`config.mk`:
```
export PLATFORM = sky130hd
export DESIGN_NAME = a2d_intf
export DESIGN_NICKNAME = d
export VERILOG_FILES = /design/src/rtl/a2d_intf.sv
export SDC_FILE = /design/constraint.sdc
export NUM_CORES = 1
export LEC_CHECK = 0
export CORE_MARGIN = 1
export CORE_UTILIZATION = 44
export DETAILED_ROUTE_END_ITERATION = 6
export PLACE_DENSITY = 0.67
export RECOVER_POWER = 25
export SETUP_SLACK_MARGIN = 0.4
export SLEW_MARGIN = 20
export SYNTH_ARGS = -nofsm -noshare
export SYNTH_HDL_FRONTEND = slang
export SYNTH_SLANG_ARGS = --single-unit
```
`constraint.sdc`:
```
create_clock -name clk_i -period 2.14 [get_ports clk_i]
set_input_delay 0.428 -clock clk_i [delete_from_list [all_inputs] [get_ports clk_i]]
set_output_delay 0.428 -clock clk_i [all_outputs]
set_load 0.05 [all_outputs]
```
`src/rtl/a2d_intf.sv`:
```
// Two-frame SPI master for an 8-channel 12-bit A2D; latency strt_cnv -> cnv_cmplt = 35*SCLK_DIV+1 cycles.
// Accepts a request only in IDLE; requests arriving mid-conversion are dropped, not queued.
module a2d_intf #(
  parameter int SCLK_DIV = 32
) (
  input  logic        clk_i,
  input  logic        rst_i,
  input  logic        strt_cnv_i,
  input  logic [2:0]  chnnl_i,
  output logic        cnv_cmplt_o,
  output logic [11:0] res_o,
  output logic        SS_n_o,
  output logic        SCLK_o,
  output logic        MOSI_o,
  input  logic        MISO_i
);

  localparam int CW = $clog2(SCLK_DIV);
  localparam logic [CW-1:0] HALF_LAST = CW'(SCLK_DIV / 2 - 1);
  localparam logic [CW-1:0] FULL_LAST = CW'(SCLK_DIV - 1);

  typedef enum logic [2:0] {IDLE, FRONT, SHIFT, BACK, GAP, DONE} state_t;

  state_t        state_q, state_d;
  logic [CW-1:0] cnt_q, cnt_d;
  logic [3:0]    bit_q, bit_d;
  logic          frame_q, frame_d;
  logic [2:0]    chnnl_q, chnnl_d;
  logic [15:0]   tx_q, tx_d;
  logic [11:0]   rx_q, rx_d;
  logic [11:0]   res_q, res_d;
  logic          ss_n_q, ss_n_d;
  logic          sclk_q, sclk_d;
  logic          cmplt_q, cmplt_d;
  logic          meta_q, miso_q;

  always_comb begin
    state_d = state_q;
    cnt_d   = cnt_q + 1'b1;
    bit_d   = bit_q;
    frame_d = frame_q;
    chnnl_d = chnnl_q;
    tx_d    = tx_q;
    rx_d    = rx_q;
    res_d   = res_q;
    ss_n_d  = ss_n_q;
    sclk_d  = sclk_q;
    cmplt_d = 1'b0;
    case (state_q)
      IDLE: begin
        cnt_d  = '0;
        ss_n_d = 1'b1;
        sclk_d = 1'b1;
        if (strt_cnv_i) begin
          chnnl_d = chnnl_i;
          tx_d    = {2'b00, chnnl_i, 11'b0};
          frame_d = 1'b0;
          ss_n_d  = 1'b0;
          state_d = FRONT;
        end
      end
      FRONT: begin
        if (cnt_q == HALF_LAST) begin
          cnt_d   = '0;
          sclk_d  = 1'b0;
          state_d = SHIFT;
        end
      end
      SHIFT: begin
        // bit_q wraps to 0 on the 16th rise, which ends the frame after that high half
        if (cnt_q == HALF_LAST) begin
          cnt_d = '0;
          if (!sclk_q) begin
            sclk_d = 1'b1;
            rx_d   = {rx_q[10:0], miso_q};
            bit_d  = bit_q + 4'd1;
          end else if (bit_q == 4'd0) begin
            state_d = BACK;
          end else begin
            sclk_d = 1'b0;
            tx_d   = {tx_q[14:0], 1'b0};
          end
        end
      end
      BACK: begin
        if (cnt_q == HALF_LAST) begin
          cnt_d  = '0;
          ss_n_d = 1'b1;
          if (frame_q) begin
            res_d   = rx_q;
            cmplt_d = 1'b1;
            state_d = DONE;
          end else begin
            state_d = GAP;
          end
        end
      end
      GAP: begin
        if (cnt_q == FULL_LAST) begin
          cnt_d   = '0;
          frame_d = 1'b1;
          tx_d    = {2'b00, chnnl_q, 11'b0};
          ss_n_d  = 1'b0;
          state_d = FRONT;
        end
      end
      DONE: begin
        cnt_d   = '0;
        state_d = IDLE;
      end
      default: begin
        cnt_d   = '0;
        state_d = IDLE;
      end
    endcase
  end

  // rx keeps only 12 bits: the top nibble of each frame shifts out unused
  always_ff @(posedge clk_i) begin
    if (rst_i) begin
      state_q <= IDLE;
      cnt_q   <= '0;
      bit_q   <= '0;
      frame_q <= 1'b0;
      chnnl_q <= '0;
      tx_q    <= '0;
      rx_q    <= '0;
      res_q   <= '0;
      ss_n_q  <= 1'b1;
      sclk_q  <= 1'b1;
      cmplt_q <= 1'b0;
      meta_q  <= 1'b0;
      miso_q  <= 1'b0;
    end else begin
      state_q <= state_d;
      cnt_q   <= cnt_d;
      bit_q   <= bit_d;
      frame_q <= frame_d;
      chnnl_q <= chnnl_d;
      tx_q    <= tx_d;
      rx_q    <= rx_d;
      res_q   <= res_d;
      ss_n_q  <= ss_n_d;
      sclk_q  <= sclk_d;
      cmplt_q <= cmplt_d;
      meta_q  <= MISO_i;
      miso_q  <= meta_q;
    end
  end

  assign cnv_cmplt_o = cmplt_q;
  assign res_o       = res_q;
  assign SS_n_o      = ss_n_q;
  assign SCLK_o      = sclk_q;
  assign MOSI_o      = tx_q[15];

endmodule

```
# Yosys cells after proc, flatten, opt, wreduce, memory -nomap -nowiden
# Cells that the tools add are included.
# Widths: inputs -> output; s select.
[classes] addsub=2 eq_ne=14 n_mux=31 bitwise_logic=3 reduce_logical=16
[ops] operator="$mux 16" n=5
[ops] operator="$pmux 16 s3" n=1
[ops] operator="$mux 3" n=7
[ops] operator="$ne 2x2->1 const B" n=8
[ops] operator="$pmux 3 s5" n=1
[ops] operator="$reduce_and 3->1" n=5
[ops] operator="$mux 1" n=11
[ops] operator="$mux 5" n=2
[ops] operator="$pmux 5 s2" n=1
[ops] operator="$reduce_bool 3->1" n=3
[ops] operator="$reduce_and 7->1" n=1
[ops] operator="$eq 3x2->1 const B" n=2
[ops] operator="$pmux 1 s3" n=2
[ops] operator="$reduce_and 6->1" n=1
[ops] operator="$reduce_or 3->1" n=2
[ops] operator="$add 5x1->5 const B" n=1
[ops] operator="$eq 5x4->1 const B" n=1
[ops] operator="$eq 5x5->1 const B" n=1
[ops] operator="$add 4x1->4 const B" n=1
[ops] operator="$logic_not 4->1" n=1
[ops] operator="$eq 3x1->1 const B" n=1
[ops] operator="$eq 3x3->1 const B" n=1
[ops] operator="$logic_not 3->1" n=1
[ops] operator="$not 1->1" n=3
[ops] operator="other kinds (3)" n=3
[word_totals] reg_bits=61 elab_cells=79

# Logic depth before layout (Yosys ltp)
[depth] depth_word=5 depth_mapped=8 ltp_nobuf=7

# Least setup slack after synthesis
# No wires, ideal clock.
[synth_timing] path_kind="register to register" start="register cnt_q[0]" end="register tx_q[13]" setup_time_ns=0.121 arrival_time_ns=1.940 path_slack_ns=0.079 stages_incl_launch_ff=9 n_path_buf=1 path_cell_list="dfxtp_1 -> ha_1 -> and3_1 -> ha_1 -> nand2b_1 -> o31ai_1 -> and2_1 -> buf_6 -> mux2_4"
[synth_via] elab_chain_len=3
[synth_rtl] element="start, declared" line="25" text="logic [CW-1:0] cnt_q, cnt_d;"
[synth_rtl] element="start signal, assigned" line="136" text="cnt_q <= cnt_d;"
[synth_rtl] element="$eq 5x5->1 or $eq 5x4->1 (tied branches)" line="99, 71"
[synth_rtl] element="$ne 2x2->1 (no source line)"
[synth_rtl] element="$reduce_and 6->1 (no source line) (*)"
[synth_rtl] element="end signal, assigned" line="140" text="tx_q <= tx_d;"
[synth_rtl] element="end, declared" line="29" text="logic [15:0] tx_q, tx_d;"
# Every way passes the cells marked *; elsewhere a longest branch is shown, timed or not.
# A chain may end at the register's enable or synchronous reset.

==> flow_summary.yaml <==
status:
  status: "finished clean"
synthesis:
  ys_types: 43
  synthArstFlopShare: 0
  synth_nets: 276
  synthFlopType: "dfxtp_1"
  synth-edff-count: 0
  yosys.area.top_type: "dfxtp_1"
  synth_top_area_share: 0.460
  synth_most_common_cell: "nand2_1"
  ys_warn_count: 0
  ys_top_cells_by_area: "dfxtp_1 46%, nand2_1 8.8%, a21oi_1 8.3%"
  yosysSeqAreaShare: 0.460
  netlist_instances: 262
  synth.avg_cell_area_um2: 8.31
  netlist_area_mm2: 0.00218
  ys_ff_latch: 50
  synthTopCellsByCount: "51 x nand2_1, 50 x dfxtp_1, 36 x a21oi_1"
placed_design:
  finalWeightedCongestion: 0.823
  portBuffers: 22
  dp_hpwl_um: 2960
  dpl_cell_area_mm2: 0.00253
  pre_cts_ws_ns: 0.0974
pwr:
  switching_share: 0.232
  p_total_mw: 1.77
  cellPowerDensity_mw_per_mm2: 646
  internal_power_mw: 1.36
  seqPwrFrac: 0.541
  share_comb_of_total_power: 0.088
  power.leakage_nw: 1.06
  p_switching_mw: 0.411
  power_frac_clock: 0.371
  vdd_ir_drop_max_mv: 0.306
sta:
  tns_ns: 0
  hold_viol: 0
  period_needed_ns: 1.85
  max_slew_margin: 0.448
  rsz0062_at_grt: "yes"
  setup_viol: 0
  timing.final.crit_share: 0.862
  max_freq_mhz: 542
  clock_skew_ns: 0.00523
  fin_ws_ns: 0.294
  worst_pin_slew_ns: 0.828
  drv_slew: 0
global_route:
  grt_max_degree: 41
  grt_overflow_total: 0
  antenna_found_initial: 0
  grt_pass1_vias: 1740
  grt_pass1_wl_um: 7770
  track_usage: 0.191
floorplanning:
  coreArea_mm2: 0.00475
  rows: 25
  initial_core_util: 0.458
  fp.dieArea_mm2: 0.00524
  num_io_pins: 23
  die_w_um: 72.4
  die_h_um: 72.4
worst_setup_path:
  required_ns: 2.34
  criticalPathCategory: "primary input to flop"
  cp-end-kind: "flop"
  worstPathArrival_ns: 2.04
  start_kind: "primary input"
  cp_max_fo: 40
routing:
  first_pass_iters: 4
  routed_via_density: 5.12
  first_iter_violations: 127
  avgRoutedWirePerCell_um: 12.8
  vias: 1844
  routed_wl_um: 4610
  drc: 0
  drtAntennaViolNets: 0
finish:
  nets: 307
  final_util: 0.576
  area_growth_pct: 25.8
  antenna_cells: 0
  fin_area_mm2: 0.00274
  drive_gt1_frac: 0.160
clock_tree:
  h-tree-depth: 2
  ctsHoldBuffers: 0
  clock_sinks: 50
  root_buffer: "clkbuf_8"
  clk_pin_slew_ns: 0.09
  cts_buffers: 5
  clock_path_buffers: 2
  worstSkewPairLatency_ns: 0.31
  cts_tree: "done"
hold_path:
  hold_class: "flop to flop"
run:
  maxCapViolations: 0
## cell families after synthesis
group                    after synthesis  share of synthesized area
AO/OA/AOI/OAI                         61                      0.171
AND/OR/NAND/NOR                      109                      0.233
adder cells (fa/ha/maj)                7                     0.0402
flip-flops                            50                      0.460
XOR/XNOR                               5                     0.0201
multiplexers                           4                     0.0230
buffers and inverters                 26                     0.0534
## layer usage
metal / wire, um / part of all wire / GRT usage / up-vias
li1: - / - / - / 955
met1: 2210 / 0.48 / 0.240 / 860
met2: 2220 / 0.48 / 0.312 / 23
met3: 116 / 0.025 / 0.0556 / 6
met4: 58 / 0.013 / 0.0675 / 0
met5: 0 / 0 / 0 / -
## final cells by class
class	count	area, um2
inverter	9	33.8
multi-input combinational	186	1160
timing repair buffer	41	347
fill	478	2010
sequential	50	1000
clock inverter	2	38.8
tap	67	83.8
clock buffer	5	68.8
## sequential cells by signal (all words and copies together), names as in the netlist
| name | flops |
|---|---|
| SCLK_o | 1 |
| SS_n_o | 1 |
| bit_q | 4 |
| chnnl_q | 3 |
| cnt_q | 5 |
| cnv_cmplt_o | 1 |
| frame_q | 1 |
| meta_q | 1 |
| miso_q | 1 |
| res_o | 12 |
| rx_q | 12 |
| state_q | 3 |
| tx_q | 5 |
## final timing paths
kind	to	start	cells past startpoint	slack, ns
max	state_q[0]	rst_i	4	0.29
max reg2reg	tx_q[13]	cnt_q[0]	7	0.35
min	rx_q[0]	miso_q	2	0.44
min reg2reg	rx_q[0]	miso_q	2	0.44
## placed cells by master (no fill, tap or decap), drive strengths merged, types with 2 or more instances in the layout
cell           count
mux2i              2
a31oi              2
nor3b              2
mux2               2
nor2b              3
clkdlybuf4s50      5
o21ai              4
a211oi             2
inv                9
and3               2
nand2b             8
o21bai             3
ha                 7
dlygate4sd2       15
nand2             51
buf               18
dfxtp             50
clkbuf             7
nor2              15
xor2               3
nor3               5
o221ai             2
xnor2              2
nand3             16
a21oi             36
or3                2
## worst max-delay path: stages
cell and delay (ns):
dlygate4sd3_1 0.60, clkbuf_2 0.50, a221o_1 0.44, o41ai_1 0.07
## stage by stage
stage / hold WS (ns) / std cells
final: 0.444 / 360
after global routing: 0.447 / 360
after CTS: 0.447 / 356
after detailed placement: 0.436 / 342
after global placement: 0.426 / 342
after floorplan: 0.414 / 262
## power groups by stage
stage	clock [mW]	combinational (mW)	sequential, mW
3_3_place_gp	0	0.143	0.980
6_report	0.657	0.155	0.957
5_1_grt	0.712	0.171	0.960
4_1_cts	0.673	0.157	0.958
2_1_floorplan	0	0.0977	0.986
3_5_place_dp	0	0.145	0.980
## what timing repair did
action                                  in CTS  in global routing
pin swaps                                    4                  3
setup buffers                                7                  3
endpoints found under the setup margin      36                 23
gates cloned                                 0                  1
resized for setup                           23                 14
No activity file was read; power rests on OpenSTA's default activity.
